==> config.mk <==
export PLATFORM = sky130hd
export DESIGN_NAME = bot_viewport_sched_flat
export DESIGN_NICKNAME = d
export VERILOG_FILES = /design/src/rtl/bot_viewport_sched_if.sv /design/src/rtl/bot_viewport_sched.sv /design/src/flat_wrapper.sv
export SDC_FILE = /design/constraint.sdc
export NUM_CORES = 1
export LEC_CHECK = 0
export ABC_CLOCK_PERIOD_IN_PS = 3500
export BUFFER_PORTS_ARGS = -buffer_cell sky130_fd_sc_hd__buf_2
export CAP_MARGIN = 40
export CORE_UTILIZATION = 50
export CTS_CLUSTER_SIZE = 20
export DETAILED_ROUTE_END_ITERATION = 8
export PLACE_DENSITY = 0.68
export SLEW_MARGIN = 10
export SYNTH_ARGS = -nofsm -noshare
export SYNTH_HDL_FRONTEND = slang
export SYNTH_SLANG_ARGS = --single-unit
==> constraint.sdc <==
create_clock -name clk -period 3.5 [get_ports clk]
set_input_delay 1.05 -clock clk [delete_from_list [all_inputs] [get_ports clk]]
set_output_delay 1.05 -clock clk [all_outputs]
set_load 0.03 [all_outputs]
==> src/rtl/bot_viewport_sched_if.sv <==
// Bus between BOTSIM/video logic and the viewport scheduler.
// BOTSIM and video drive the master side; the scheduler is the slave.
interface bot_viewport_sched_if;
  logic        upd_sysregs;
  logic [7:0]  LocX_reg;
  logic [7:0]  LocY_reg;
  logic        frame_start;
  logic        snap;
  logic [10:0] vid_row;
  logic [10:0] vid_col;
  logic [10:0] map_row;
  logic [10:0] map_col;
  logic [7:0]  org_x;
  logic [7:0]  org_y;
  logic        scroll_busy;

  modport master (
    output upd_sysregs, LocX_reg, LocY_reg, frame_start, snap, vid_row, vid_col,
    input  map_row, map_col, org_x, org_y, scroll_busy
  );

  modport slave (
    input  upd_sysregs, LocX_reg, LocY_reg, frame_start, snap, vid_row, vid_col,
    output map_row, map_col, org_x, org_y, scroll_busy
  );
endinterface

==> src/rtl/bot_viewport_sched.sv <==
// Viewport scheduler: follows the bot with a clamped window origin that moves only
// at frame boundaries, and offsets window-relative video coordinates into map addresses.
module bot_viewport_sched #(
  parameter int unsigned VIEW = 64,
  parameter int unsigned MAP  = 256,
  parameter int unsigned STEP = 4
) (
  input  logic                       clk,
  input  logic                       reset,
  bot_viewport_sched_if.slave        bus
);

  typedef enum logic [1:0] {IDLE, CALC, PEND} state_e;

  localparam logic signed [8:0] HALF    = 9'(VIEW / 2);
  localparam logic signed [8:0] MAX_ORG = 9'(MAP - VIEW);
  localparam logic signed [8:0] STEP_S  = 9'(STEP);

  state_e      state_q;
  logic [7:0]  loc_x_q, loc_y_q;
  logic [7:0]  tgt_x_q, tgt_y_q;
  logic [7:0]  org_x_q, org_y_q;
  logic [10:0] map_row_q, map_col_q;
  logic        scroll_busy_q;

  logic [7:0]  tgt_x_d, tgt_y_d;
  logic [7:0]  org_x_d, org_y_d;

  // Signed intermediate keeps loc - VIEW/2 from wrapping below zero.
  function automatic logic [7:0] clamp_org(input logic [7:0] loc);
    logic signed [8:0] d;
    d = $signed({1'b0, loc}) - HALF;
    if (d < 9'sd0)
      clamp_org = '0;
    else if (d > MAX_ORG)
      clamp_org = MAX_ORG[7:0];
    else
      clamp_org = d[7:0];
  endfunction

  function automatic logic [7:0] step_org(input logic [7:0] org, input logic [7:0] tgt);
    logic signed [8:0] d;
    d = $signed({1'b0, tgt}) - $signed({1'b0, org});
    if (d > STEP_S)
      step_org = org + STEP_S[7:0];
    else if (d < -STEP_S)
      step_org = org - STEP_S[7:0];
    else
      step_org = tgt;
  endfunction

  always_comb begin
    tgt_x_d = clamp_org(loc_x_q);
    tgt_y_d = clamp_org(loc_y_q);
    org_x_d = bus.snap ? tgt_x_q : step_org(org_x_q, tgt_x_q);
    org_y_d = bus.snap ? tgt_y_q : step_org(org_y_q, tgt_y_q);
  end

  always_ff @(posedge clk) begin
    if (reset) begin
      state_q       <= IDLE;
      loc_x_q       <= '0;
      loc_y_q       <= '0;
      tgt_x_q       <= '0;
      tgt_y_q       <= '0;
      org_x_q       <= '0;
      org_y_q       <= '0;
      map_row_q     <= '0;
      map_col_q     <= '0;
      scroll_busy_q <= 1'b0;
    end else begin
      map_row_q     <= bus.vid_row + {3'b000, org_y_q};
      map_col_q     <= bus.vid_col + {3'b000, org_x_q};
      scroll_busy_q <= (tgt_x_q != org_x_q) || (tgt_y_q != org_y_q);

      unique case (state_q)
        CALC: begin
          // A new capture in CALC restarts it, so the stale target is not loaded.
          if (!bus.upd_sysregs) begin
            tgt_x_q <= tgt_x_d;
            tgt_y_q <= tgt_y_d;
            state_q <= ((tgt_x_d != org_x_q) || (tgt_y_d != org_y_q)) ? PEND : IDLE;
          end
        end
        PEND: begin
          if (bus.frame_start) begin
            org_x_q <= org_x_d;
            org_y_q <= org_y_d;
            state_q <= ((org_x_d == tgt_x_q) && (org_y_d == tgt_y_q)) ? IDLE : PEND;
          end
        end
        default: ;
      endcase

      // Capture wins the state from any state; a simultaneous step above still lands.
      if (bus.upd_sysregs) begin
        loc_x_q <= bus.LocX_reg;
        loc_y_q <= bus.LocY_reg;
        state_q <= CALC;
      end
    end
  end

  assign bus.map_row     = map_row_q;
  assign bus.map_col     = map_col_q;
  assign bus.org_x       = org_x_q;
  assign bus.org_y       = org_y_q;
  assign bus.scroll_busy = scroll_busy_q;

endmodule

==> src/flat_wrapper.sv <==
// flat-port wrapper written by rule: the top's interface ports become plain ports
module bot_viewport_sched_flat 
#(
  parameter int unsigned VIEW = 64,
  parameter int unsigned MAP  = 256,
  parameter int unsigned STEP = 4
)
  (clk, reset, bus_upd_sysregs, bus_LocX_reg, bus_LocY_reg, bus_frame_start, bus_snap, bus_vid_row, bus_vid_col, bus_map_row, bus_map_col, bus_org_x, bus_org_y, bus_scroll_busy);
  bot_viewport_sched_if bus_i ();
  input  logic clk;
  input  logic reset;
  input wire logic [$bits(bus_i.upd_sysregs)-1:0] bus_upd_sysregs;
  input wire logic [$bits(bus_i.LocX_reg)-1:0] bus_LocX_reg;
  input wire logic [$bits(bus_i.LocY_reg)-1:0] bus_LocY_reg;
  input wire logic [$bits(bus_i.frame_start)-1:0] bus_frame_start;
  input wire logic [$bits(bus_i.snap)-1:0] bus_snap;
  input wire logic [$bits(bus_i.vid_row)-1:0] bus_vid_row;
  input wire logic [$bits(bus_i.vid_col)-1:0] bus_vid_col;
  output wire logic [$bits(bus_i.map_row)-1:0] bus_map_row;
  output wire logic [$bits(bus_i.map_col)-1:0] bus_map_col;
  output wire logic [$bits(bus_i.org_x)-1:0] bus_org_x;
  output wire logic [$bits(bus_i.org_y)-1:0] bus_org_y;
  output wire logic [$bits(bus_i.scroll_busy)-1:0] bus_scroll_busy;
  assign bus_i.upd_sysregs = bus_upd_sysregs;
  assign bus_i.LocX_reg = bus_LocX_reg;
  assign bus_i.LocY_reg = bus_LocY_reg;
  assign bus_i.frame_start = bus_frame_start;
  assign bus_i.snap = bus_snap;
  assign bus_i.vid_row = bus_vid_row;
  assign bus_i.vid_col = bus_vid_col;
  assign bus_map_row = bus_i.map_row;
  assign bus_map_col = bus_i.map_col;
  assign bus_org_x = bus_i.org_x;
  assign bus_org_y = bus_i.org_y;
  assign bus_scroll_busy = bus_i.scroll_busy;
  bot_viewport_sched #(.VIEW(VIEW), .MAP(MAP), .STEP(STEP)) u_core (.clk(clk), .reset(reset), .bus(bus_i));
endmodule
Word-level counts from Yosys, hierarchy flattened
Index checks and enable logic that the tools add are counted.

operators by class
  order comparisons = 8
  reductions and logical operators = 10
  bitwise operators = 1
  add/sub/neg operators = 10
  eq/ne operators = 10
  multiplexer cells = 15

operators by type and width
  kind                   number
  $mux W8                10
  $ne A8 B8 Y1           4
  $add A11 B8 Y11        2
  $gt A9 B4 Y1 const B   2
  $gt A9 B9 Y1 const B   2
  $lt A9 B1 Y1 const B   2
  $lt A9 B3 Y1 const B   2
  $sub A8 B6 Y9 const B  2
  $sub A8 B8 Y9          2
  $add A8 B3 Y8 const B  2
  $eq A8 B8 Y1           2
  $sub A8 B3 Y8 const B  2
  $reduce_and A2 Y1      4
  $mux W2                3
  $pmux W2 S2            1
  $ne A3 B3 Y1 const B   1
  $reduce_bool A3 Y1     1
  $eq A2 B1 Y1 const B   1
  $eq A2 B2 Y1 const B   1
  $logic_or A1 B1 Y1     2
  $ne A2 B2 Y1 const B   1
  $reduce_bool A2 Y1     1
  $reduce_or A2 Y1       1
  $logic_and A1 B1 Y1    1
  2 further kinds        2

storage, ports and cells
  register bits after elaboration = 73
  logic and storage cells = 65
  input bits = 43

Longest topological paths before layout
Gate-level depths: netlist (run 1).

  depth after elaboration = 11
  gate-level depth with buffers = 14
  mapped depth without buffers = 13

Least setup slack after synthesis (run 1)
Ideal clock, no wire load.

  kind = register -> register
  from = reg u_core.org_y_q[2] (netlist: u_core.bus.org_y[2])
  to = reg u_core.state_q[1]
  stages on the path, launching flop included = 15
  data required time = 3.369 ns
  buffers on the path = 3
  period minus slack after synthesis = 3.412 ns
  path slack = 0.088 ns
  arrival = 3.281 ns
  cell sequence = dfxtp_1 -> clkbuf_1 -> inv_1 -> ha_1 -> buf_6 -> a211oi_4 -> nor3_1 -> or3b_4 -> a31oi_4 -> a21oi_2 -> buf_6 -> a221oi_2 -> a311oi_1 -> a2111oi_2 -> a31oi_1

on the way
  word-level cells in the longest chain between the ends = 10
  elaborated cells between the ends (all ways) = 16
  those cells by class = add/sub: 3; order compare: 2; eq/ne: 2; mux: 7; reduce/logical: 2

RTL lines
  item                      RTL line                  RTL
  start: declaration        bot_viewport_sched.sv:22  logic [7:0] org_x_q, org_y_q;
  start signal: assignment  bot_viewport_sched.sv:88  org_y_q <= org_y_d;
  $sub A8 B8 Y9             bot_viewport_sched.sv:43  d = $signed({1'b0, tgt}) - $signed({1'b0, org});
  $lt A9 B3 Y1              bot_viewport_sched.sv:46  else if (d < -STEP_S)
  $mux W8                   bot_viewport_sched.sv:46
  $mux W8                   bot_viewport_sched.sv:44  if (d > STEP_S)
  $mux W8                   bot_viewport_sched.sv:56  org_y_d = bus.snap ? tgt_y_q : step_org(org_y_q, tgt_y_q);
  $eq A8 B8 Y1              bot_viewport_sched.sv:89  state_q <= ((org_x_d == tgt_x_q) && (org_y_d == tgt_y_q)) ? IDLE : PEND;
  $logic_and A1 B1 Y1       bot_viewport_sched.sv:89
  $mux W2                   bot_viewport_sched.sv:89
  $mux W2                   bot_viewport_sched.sv:86  if (bus.frame_start) begin
  $pmux W2 S2 *             bot_viewport_sched.sv:76  unique case (state_q)
  end signal: assignment    bot_viewport_sched.sv:82  state_q <= ((tgt_x_d != org_x_q) || (tgt_y_d != org_y_q)) ? PEND : IDLE;
  end signal: assignment    bot_viewport_sched.sv:89
  end: declaration          bot_viewport_sched.sv:19  state_e state_q;

Every way passes the cells marked *; elsewhere a longest branch is shown, timed or not. The select of a mux whose other input is x is not followed.
A chain may end at the register's enable or synchronous reset.

Worst setup path after layout (run 1)
  from = reg u_core.tgt_y_q[0]
  to = reg u_core.state_q[1]

on the way
  word-level cells in the longest chain between the ends = 10
  elaborated cells between the ends (all ways) = 11
  those cells by class = add/sub: 1; order compare: 2; eq/ne: 1; mux: 6; reduce/logical: 1

RTL lines
  item                      RTL line                  RTL
  start: declaration        bot_viewport_sched.sv:21  logic [7:0] tgt_x_q, tgt_y_q;
  start signal: assignment  bot_viewport_sched.sv:81  tgt_y_q <= tgt_y_d;
  $sub A8 B8 Y9             bot_viewport_sched.sv:43
  $lt A9 B3 Y1              bot_viewport_sched.sv:46
  $mux W8                   bot_viewport_sched.sv:46
  $mux W8                   bot_viewport_sched.sv:44
  $mux W8                   bot_viewport_sched.sv:56
  $eq A8 B8 Y1 *            bot_viewport_sched.sv:89
  $logic_and A1 B1 Y1 *     bot_viewport_sched.sv:89
  $mux W2 *                 bot_viewport_sched.sv:89
  $mux W2 *                 bot_viewport_sched.sv:86
  $pmux W2 S2 *             bot_viewport_sched.sv:76

Marks and branches as above.

==> results.cfg, run 1 <==
[status]
status = finished clean

[final_layout]
drive_gt1_share_pct = 19.4
fin_nets = 879
diodes = 0
multi_input_area_um2 = 3730
final_cells = 939
seq_area_um2 = 1460
areaGrowthSynthToFinish_pct = 16.3
fill_cells = 1000
fin_area_um2 = 6430

[setup_path]
slowest_delay_ns = 0.48
cp_num_buf_inv = 2
crit_path_end_kind = register
reg2reg_to = u_core.state_q[1]$_SDFFE_PP0P_
worst_path_most_repeated_cell = inv_1
cpMaxStageDelayCell = fa_1
cp-endpoint = u_core.state_q[1]$_SDFFE_PP0P_
start_kind = register
crit_family = compound AO/OA/AOI/OAI gates
crit_cells = 13
crit_path_start = u_core.tgt_y_q[0]$_SDFFE_PP0P_
crit_type = reg2reg
r2r_start = u_core.tgt_y_q[0]$_SDFFE_PP0P_
rr_worst_depth = 13
cp_max_fo = 11
critical_path_arrival_ns = 3.56
reg2reg_slack_ns = 0.18
path_cells = inv_1, ha_1, inv_1, fa_1, a211oi_4, nor3_1, or3b_4, a31oi_4, a21oi_4, a22o_1, nor2b_1, o41ai_2, a31oi_1
required_ns = 3.74

[drt]
vias_per_cell = 5.91
dr_total_vias = 5546
post-route-drc-count = 0
wl_um = 15900
drt_iter0_drc = 315
wl_per_cell_um = 16.9
postRouteAntennaNets = 0
drt_pass1_iterations = 5

[sta]
clock_skew_ns = 0.00684
rsz0062_at_grt = true
setup_violations = 0
slew_violations = 0
fin_crit_sh_pct = 94.8
setup_ws_ns = 0.183
hold_viol = 0
fmax_mhz = 301
tightestPinTransition_ns = 0.876
layout_min_cycle_time_ns = 3.32
slew_headroom_pct = 41.5

[logic_synthesis]
postSynthCellCount = 697
synth_compound_area_share_pct = 25.8
yosys.area_share.simple_pct = 20.4
synth_top_family_by_area = compound AO/OA/AOI/OAI gates
synth_top_cell_by_area = dfxtp_1
synth_fa_ha_area_share_pct = 10.0
synth_ff_type = dfxtp_1
synth.area.top_cells = dfxtp_1 (26%), ha_1 (8.6%), xnor2_1 (6.7%), a21oi_1 (4.9%), nor2_1 (4.3%)
synth_cell_type_count = 82
synth_nets = 782
synth_top_area_share_pct = 26.4
synthXorXnorAreaFrac_pct = 6.97
synthMuxAreaShare_pct = 3.62
syn_area_um2 = 5530
synth_enable_flop_cells = 0
yosysSeqAreaShare_pct = 26.4
synth-seq-cells = 73
synth_area_per_cell_um2 = 7.94
synthArstFlopShare_pct = 0
yosys_warnings = 0

[power_and_ir_drop]
net-switching-power_w = 0.000746
power_frac_comb_pct = 29.0
switching_share_pct = 35.3
power_w = 0.00212
p_int_w = 0.00137
powerDensity_nw_per_um2 = 329
power.leakage_nw = 2.69
seqPwrFrac_pct = 42.1
clockPowerShare_pct = 28.9
ir_drop_mv = 0.258

[clock_tree]
cts_root_buf = clkbuf_8
insertion_delay_ns = 0.37
path_clk_slew_ns = 0.08
cts_tree = yes
clkSinkCount = 73
holdBufCountCts = 0
cts_buffers = 9
cts_htree_levels = 3
clockBufferDepth = 2

[placed_design]
gp_congestion = 0.936
dpl_cell_area_um2 = 6220
dp_hpwl_um = 12100
placed_cells = 922
portBuffers = 81
pre_cts_ws_ns = 0.0842

[floorplanning]
core_area_um2 = 10800
rows = 38
initial_utilization_pct = 51.3
die_x_um = 107
fp.dieArea_um2 = 11500
die_h_um = 107
pin_count = 82

[global_route]
grt_pass1_wl_um = 25600
antenna_found_initial = 0
grt_overflow_total = 0
grt_max_degree = 27
grt_util_all_layers_pct = 28.6
grt_pass1_vias = 5207

[hold_path]
hp-class = reg2reg

[job]
cap_violations = 0
state kept, by name, summed over array words and instances (netlist names):
register                cells
u_core.bus.scroll_busy      1
u_core.loc_y_q              8
u_core.state_q              2
u_core.bus.org_y            8
u_core.bus.map_row         11
u_core.tgt_y_q              8
u_core.bus.map_col         11
u_core.bus.org_x            8
u_core.tgt_x_q              8
u_core.loc_x_q              8
worst min-delay path by stage:
stage | startpoint | end | slack (ns) | cells past startpoint
final | u_core.tgt_y_q[0]$_SDFFE_PP0P_ | u_core.tgt_y_q[0]$_SDFFE_PP0P_ | 0.52 | 2
after global routing | u_core.tgt_y_q[0]$_SDFFE_PP0P_ | u_core.tgt_y_q[0]$_SDFFE_PP0P_ | 0.55 | 2
after CTS | u_core.tgt_y_q[0]$_SDFFE_PP0P_ | u_core.tgt_y_q[0]$_SDFFE_PP0P_ | 0.52 | 2
after detailed placement | u_core.tgt_y_q[0]$_SDFFE_PP0P_ | u_core.tgt_y_q[0]$_SDFFE_PP0P_ | 0.51 | 2
after global placement | u_core.tgt_y_q[0]$_SDFFE_PP0P_ | u_core.tgt_y_q[0]$_SDFFE_PP0P_ | 0.49 | 2
after floorplan | u_core.loc_y_q[3]$_SDFFE_PP0P_ | u_core.loc_y_q[3]$_SDFFE_PP0P_ | 0.47 | 2
power groups by stage:
stage	Combinational [W]	Clock, W	Sequential [W]
finish	0.000613	0.000611	0.000891
global route	0.000669	0.000663	0.000895
CTS	0.000587	0.000632	0.000891
detailed placement	0.000583	0	0.000910
global placement	0.000574	0	0.000909
floorplan	0.000413	0	0.000946
layout make-up:
class,instances,area share [%]
Clock buffer,10,1.98
Clock inverter,6,0.661
Inverter,58,3.38
Multi-Input combinational cell,535,58.0
Sequential cell,73,22.7
Tap cell,140,2.72
Timing Repair Buffer,117,10.5
metrics by stage:
step / setup TNS (ns) / hold WS [ns] / utilization [%]
after floorplan: 0 / 0.466 / -
after global placement: 0 / 0.488 / 57.7
after detailed placement: 0 / 0.509 / 57.7
after CTS: 0 / 0.522 / 59.2
after global routing: -0.0660 / 0.551 / 59.6
final: 0 / 0.517 / 59.6
worst register-to-register path, cell delays in order, from the launching register on:
cell,delay (ns)
dfxtp_1,0.35
inv_1,0.09
ha_1,0.17
inv_1,0.06
fa_1,0.48
a211oi_4,0.29
nor3_1,0.09
or3b_4,0.41
a31oi_4,0.22
a21oi_4,0.15
a22o_1,0.26
nor2b_1,0.15
o41ai_2,0.34
a31oi_1,0.13
cells in the mapped netlist (5+ instances only):
library cell and number:
inv_1 54, nor2b_1 15, o21ai_0 28, a211oi_1 6, nor3_1 24, o22ai_1 5
nand2_1 56, clkbuf_1 18, dfxtp_1 73, o221ai_1 9, nand2b_1 6, a31oi_1 8
nand3_1 26, o21a_1 5, mux2i_1 20, nand4_1 5, a21o_1 9, nor4_1 5
ha_1 38, nor2_1 63, xnor2_1 42, o21ai_1 5, buf_2 5, o32ai_1 5
a21oi_1 54
placed cells by master, fill, tap and decap left out, types with 3 or more instances in the layout:
cell and n:
a211oi_1 6, nand3_1 26, a22oi_1 4, mux2i_1 20
clkbuf_8 9, inv_1 54, a22o_1 3, nor2b_1 14
a21boi_0 4, nand2_1 56, a21oi_1 54, nor3b_1 4
a31oi_1 8, o221ai_1 9, xnor2_1 42, nor3_1 24
nand4_1 5, a21o_1 9, o21ai_1 6, clkinv_1 4
nor4_1 4, o21ai_0 27, buf_4 36, buf_2 81
or3_1 3, fa_1 4, nand2b_1 6, and3_1 4
a2bb2oi_1 3, dfxtp_1 72, ha_1 38, nor2_1 62
a211o_1 4, a221o_1 4, and2_1 3, o32ai_1 5
a221oi_1 4, nor4b_1 3, o21a_1 5, o22ai_1 5
repair_timing:
item | 4_1_cts | 5_1_grt
setup endpoints to repair | 0 | 4
gates resized for setup | 0 | 9
buffers inserted | 0 | 1
cell families after synthesis:
family / count (synthesis)
compound gates: 198
xor+xnor: 44
fa+ha+maj: 42
buf+inv: 89
flops: 73
mux: 20
simple gates: 231
layer usage:
metal / global-route usage [%] / wire, um
met2: 47.5 / 7460
met3: 5.41 / 933
met4: 11.5 / 454
met5: 0 / 0
met1: 36.4 / 7050
(Power assumes the default switching activity.)
==> run 2: changes to the inputs <==
--- a/config.mk
+++ b/config.mk
@@ -5,13 +5,13 @@
 export SDC_FILE = /design/constraint.sdc
 export NUM_CORES = 1
 export LEC_CHECK = 0
-export ABC_CLOCK_PERIOD_IN_PS = 3500
+export ABC_CLOCK_PERIOD_IN_PS = 4300
 export BUFFER_PORTS_ARGS = -buffer_cell sky130_fd_sc_hd__buf_2
 export CAP_MARGIN = 40
-export CORE_UTILIZATION = 50
+export CORE_UTILIZATION = 60
 export CTS_CLUSTER_SIZE = 20
 export DETAILED_ROUTE_END_ITERATION = 8
-export PLACE_DENSITY = 0.68
+export PLACE_DENSITY = 0.8
 export SLEW_MARGIN = 10
 export SYNTH_ARGS = -nofsm -noshare
 export SYNTH_HDL_FRONTEND = slang
==> constraint.sdc (replaced) <==
create_clock -name clk -period 4.3 [get_ports clk]
set_input_delay 1.29 -clock clk [delete_from_list [all_inputs] [get_ports clk]]
set_output_delay 1.29 -clock clk [all_outputs]
set_load 0.03 [all_outputs]
==> run 2 against run 1 <==
The run now ends with design-rule violations left. Largest cell class unchanged. Clock skew grew 0.0038 ns. Largest power group unchanged. Sequential power shrank 18%. Utilization grew 11 points. Final area shrank 3.7%. Highest routed layer unchanged. Register-to-register slack gained 0.41 ns. Count of clock-buffer cells in the layout is the same.
==> results.cfg, run 2 (synthesis gave the netlist of run 1 again) <==
[status]
status = finished, violations left
violations = design-rule violations

[setup_path]
critical_path_arrival_ns = 3.93
crit_path_start = u_core.bus.org_x[2]$_SDFFE_PP0P_
required_ns = 4.52
cp_max_fo = 13
path_cells = inv_1, ha_1, o21a_1, a2111oi_0, a311oi_1, o41ai_4, o221ai_1, and4_1, a2111oi_2, a31oi_1
cp-endpoint = u_core.state_q[1]$_SDFFE_PP0P_
crit_path_end_kind = register
rr_worst_depth = 10
crit_family = compound AO/OA/AOI/OAI gates
r2r_start = u_core.bus.org_x[2]$_SDFFE_PP0P_
start_kind = register
cp_num_buf_inv = 1
reg2reg_slack_ns = 0.59
cpMaxStageDelayCell = dfxtp_1
slowest_delay_ns = 0.63
crit_type = reg2reg
crit_cells = 10
reg2reg_to = u_core.state_q[1]$_SDFFE_PP0P_

[drt]
post-route-drc-count = 4
vias_per_cell = 6.21
drt-met1-wl_um = 6280
wl_um = 15100
met2_length_um = 7560
dr_total_vias = 5475
top_layer_used = met4
drt_iter0_drc = 308
postRouteAntennaNets = 0
wl_per_cell_um = 17.2
routed-wl-met3_um = 971
drt_pass1_iterations = 7

[floorplanning]
initial_utilization_pct = 62.8
die_h_um = 98.0
die_x_um = 98.0
core_area_um2 = 8810
rows = 34
pin_count = 82
fp.dieArea_um2 = 9610

[final_layout]
fill_cells = 726
areaGrowthSynthToFinish_pct = 12.1
drive_gt1_share_pct = 16.2
multi_input_area_um2 = 3700
diodes = 0
fin_nets = 853
layout.cells.most_common = buf_2
final_cell_mix = buf_2 (81), dfxtp_1 (73), nor2_1 (63), nand2_1 (56)
seq_area_um2 = 1460
finish.utilization_pct = 70.4

[global_route]
grt_overflow_total = 0
antenna_found_initial = 0
grt_pass1_vias = 5173
grt_pass1_wl_um = 25100
grt_util_all_layers_pct = 32.2
grt_max_degree = 39

[placed_design]
gp_congestion = 0.929
portBuffers = 81
dp_hpwl_um = 11600

[sta]
hold_viol = 0
slew_headroom_pct = 43.1
layout_min_cycle_time_ns = 3.71
fmax_mhz = 270
tightestPinTransition_ns = 0.852
fin_crit_sh_pct = 86.3
slew_violations = 0
clock_skew_ns = 0.0106
setup_violations = 0
final.setup.tns_ns = 0
rsz0062_at_grt = false

[clock_tree]
clkSinkCount = 73
clockBufferDepth = 2
cts_setup_buffers = 0
holdBufCountCts = 0
path_clk_slew_ns = 0.07
cts_htree_levels = 3
insertion_delay_ns = 0.35
cts_root_buf = clkbuf_8
ctsResizeCount = 0
cts_buffers = 9
cts_tree = yes

[hold_path]
holdPathStages = 2
hp-class = reg2reg

[job]
cap_violations = 0

[power_and_ir_drop]
power.leakage_nw = 2.58
powerDensity_nw_per_um2 = 285
ir_drop_mv = 0.214
[run 2: final cells by class]
class	count	share of cell area, %
clock inverter	6	1.07
multi-input combinational	535	59.7
tap	108	2.18
inverter	58	3.51
sequential	73	23.6
clock buffer	10	2.22
timing repair buffer	91	7.75
[run 2: routing by layer]
metal / vias to the layer above / global-route usage (%)
met1: 2570 / 40.0
li1: 2663 / -
met5: - / 0
met3: 30 / 4.72
met4: 0 / 11.1
met2: 212 / 56.9
[run 2: power by group]
group | switching, W | internal, W | total (W)
sequential | 0.0000231 | 0.000704 | 0.000727
combinational | 0.000289 | 0.000184 | 0.000474
clock | 0.000280 | 0.000286 | 0.000566
[run 2: worst min-delay path: stages (launching register included)]
cell and delay (ns):
dfxtp_1 0.35, nand2_1 0.07, a21oi_1 0.06
[run 2: worst min-delay path by stage]
| stage | endpoint | startpoint | slack [ns] |
|---|---|---|---|
| global placement | u_core.tgt_y_q[0]$_SDFFE_PP0P_ | u_core.tgt_y_q[0]$_SDFFE_PP0P_ | 0.49 |
| finish | u_core.tgt_y_q[0]$_SDFFE_PP0P_ | u_core.tgt_y_q[0]$_SDFFE_PP0P_ | 0.52 |
| detailed placement | u_core.tgt_x_q[1]$_SDFFE_PP0P_ | u_core.loc_x_q[1]$_SDFFE_PP0P_ | 0.51 |
| floorplan | u_core.loc_y_q[3]$_SDFFE_PP0P_ | u_core.loc_y_q[3]$_SDFFE_PP0P_ | 0.47 |
| global route | u_core.tgt_x_q[3]$_SDFFE_PP0P_ | u_core.tgt_x_q[3]$_SDFFE_PP0P_ | 0.55 |
| CTS | u_core.tgt_y_q[0]$_SDFFE_PP0P_ | u_core.tgt_y_q[0]$_SDFFE_PP0P_ | 0.52 |
[run 2: stage by stage]
stage | worst slack (ns) | instances | hold WS, ns | instance area, um^2 | total power [W]
floorplan | 0.888 | 697 | 0.466 | 5530 | 0.00111
global placement | 0.574 | 865 | 0.488 | 5990 | 0.00120
detailed placement | 0.607 | 865 | 0.514 | 5990 | 0.00121
CTS | 0.590 | 881 | 0.524 | 6200 | 0.00177
global route | 0.157 | 881 | 0.551 | 6200 | 0.00185
finish | 0.591 | 881 | 0.525 | 6200 | 0.00177
==> run 3: changes to the inputs <==
--- a/config.mk
+++ b/config.mk
@@ -8,10 +8,10 @@
 export ABC_CLOCK_PERIOD_IN_PS = 4300
 export BUFFER_PORTS_ARGS = -buffer_cell sky130_fd_sc_hd__buf_2
 export CAP_MARGIN = 40
-export CORE_UTILIZATION = 60
+export CORE_UTILIZATION = 45
 export CTS_CLUSTER_SIZE = 20
 export DETAILED_ROUTE_END_ITERATION = 8
-export PLACE_DENSITY = 0.8
+export PLACE_DENSITY_LB_ADDON = 0.08
 export SLEW_MARGIN = 10
 export SYNTH_ARGS = -nofsm -noshare
 export SYNTH_HDL_FRONTEND = slang
==> run 3 against run 2 <==
The run now ends clean. First-iteration DRC count up 2.9%. Sequential share of layout area is 0.51 points lower. Power increased by 8.1%. Fmax down 1.1%. Critical path depth is the same. Die area increased by 33%.
==> results.cfg, run 3 (synthesis gave the netlist of run 1 again) <==
[clock_tree]
cts_setup_buffers = 0
cts_tree = yes
cts_root_buf = clkbuf_16
holdBufCountCts = 0
path_clk_slew_ns = 0.06
ctsResizeCount = 0
clockBufferDepth = 2
clkSinkCount = 73
cts_buffers = 9
cts_htree_levels = 3
insertion_delay_ns = 0.34

[setup_path]
crit_path_end_kind = register
cp_max_fo = 15
slowest_delay_ns = 0.64
crit_type = reg2reg
start_kind = register
path_cells = inv_1, fa_1, a211oi_4, nor2_1, a21oi_1, a21boi_2, a221oi_2, a311oi_1, a211oi_1, a211oi_1
required_ns = 4.55
cpMaxStageDelayCell = a21boi_2
worst_path_most_repeated_cell = a211oi_1
rr_worst_depth = 10
critical_path_arrival_ns = 4.00

[floorplanning]
rows = 40
core_area_um2 = 12000
fp.dieArea_um2 = 12700
die_x_um = 113
die_h_um = 113
initial_utilization_pct = 46.1
pin_count = 82

[drt]
dr_total_vias = 5344
post-route-drc-count = 0
drt_pass1_iterations = 5
wl_per_cell_um = 16.6
routed-wl-met3_um = 892
top_layer_used = met4
vias_per_cell = 5.80
met2_length_um = 7440
wl_um = 15300
postRouteAntennaNets = 0
drt_iter0_drc = 317
drt-met1-wl_um = 6720

[sta]
final.setup.tns_ns = 0
fin_crit_sh_pct = 87.2
rsz0062_at_grt = false
whs_ns = 0.526
hold_viol = 0
fmax_mhz = 267
clock_skew_ns = 0.00688
layout_min_cycle_time_ns = 3.75
slew_headroom_pct = 40.2
setup_violations = 0
slew_violations = 0
tightestPinTransition_ns = 0.896

[power_and_ir_drop]
powerDensity_nw_per_um2 = 301
power_frac_comb_pct = 24.5
switching_share_pct = 31.3
clockPowerShare_pct = 37.3
ir_drop_mv = 0.242
power_w = 0.00191
net-switching-power_w = 0.000598
seqPwrFrac_pct = 38.2
power.leakage_nw = 2.62
p_int_w = 0.00131

[global_route]
grt_pass1_vias = 5044
grt_overflow_total = 0
grt_util_all_layers_pct = 24.9
antenna_found_initial = 0
grt_max_degree = 42
grt_pass1_wl_um = 24900

[final_layout]
areaGrowthSynthToFinish_pct = 14.5
drive_gt1_share_pct = 16.1
fin_nets = 854
diodes = 0
final_cell_mix = buf_2 (81), dfxtp_1 (73), nor2_1 (63), nand2_1 (56)
fill_cells = 1144
layout.cells.most_common = buf_2

[hold_path]
hp-class = reg2reg
holdPathStages = 2

[job]
cap_violations = 0

[placed_design]
gp_congestion = 0.923
portBuffers = 81
dp_hpwl_um = 11800

[status]
status = finished clean
[run 3: changes by cell type in the layout (fill, tap and decap cells not counted), sizes merged]
cell    previous run  this run
bufinv             1         0
buf               91        92
inv               55        54
clkbuf            10        12
[run 3: through the flow]
stage / utilization (%) / cell area [um^2] / setup WS, ns / std cells
final: 52.7 / 6330 / 0.550 / 921
after global routing: 52.7 / 6330 / 0.246 / 921
after CTS: 52.7 / 6330 / 0.610 / 921
after detailed placement: 50.4 / 6050 / 0.587 / 905
after global placement: 50.4 / 6050 / 0.564 / 905
after floorplan: - / 5530 / 0.888 / 697
[run 3: final cells by class]
cell class	count	area, um^2	share of cell area, %
multi-input combinational	535	3700	58.4
clock inverter	4	27.5	0.435
sequential	73	1460	23.1
clock buffer	12	256	4.05
timing repair buffer	92	488	7.70
inverter	58	218	3.44
tap	147	184	2.90
[run 3: final timing paths]
| check | slack, ns | end | startpoint |
|---|---|---|---|
| worst min register to register | 0.53 | u_core.tgt_y_q[2]$_SDFFE_PP0P_ | u_core.loc_y_q[2]$_SDFFE_PP0P_ |
| worst max register to register | 0.55 | u_core.bus.org_y[4]$_SDFFE_PP0P_ | u_core.bus.org_y[1]$_SDFFE_PP0P_ |
| worst max-delay path | 0.55 | u_core.bus.org_y[4]$_SDFFE_PP0P_ | u_core.bus.org_y[1]$_SDFFE_PP0P_ |
| worst min-delay path | 0.53 | u_core.tgt_y_q[2]$_SDFFE_PP0P_ | u_core.loc_y_q[2]$_SDFFE_PP0P_ |
[run 3: power by group through the flow]
stage	combinational, W	clock, W	sequential, W
6_report	0.000468	0.000712	0.000730
5_1_grt	0.000510	0.000756	0.000733
4_1_cts	0.000462	0.000729	0.000730
3_5_place_dp	0.000460	0	0.000744
3_3_place_gp	0.000454	0	0.000743
2_1_floorplan	0.000337	0	0.000770
[run 3: layer usage]
| layer | track usage, % | vias up |
|---|---|---|
| met5 | 0 | - |
| met4 | 7.81 | 0 |
| met3 | 5.25 | 21 |
| met2 | 43.8 | 175 |
| met1 | 30.3 | 2482 |
| li1 | - | 2666 |
[run 3: critical path, delay by kind of cell, from the launching register on]
| family | cells | cell delay (ns) |
|---|---|---|
| AO/OA/AOI/OAI | 7 | 2.30 |
| adder cells (fa/ha/maj) | 1 | 0.58 |
| flip-flops | 1 | 0.46 |
| buffers and inverters | 1 | 0.23 |
| AND/OR/NAND/NOR | 1 | 0.08 |
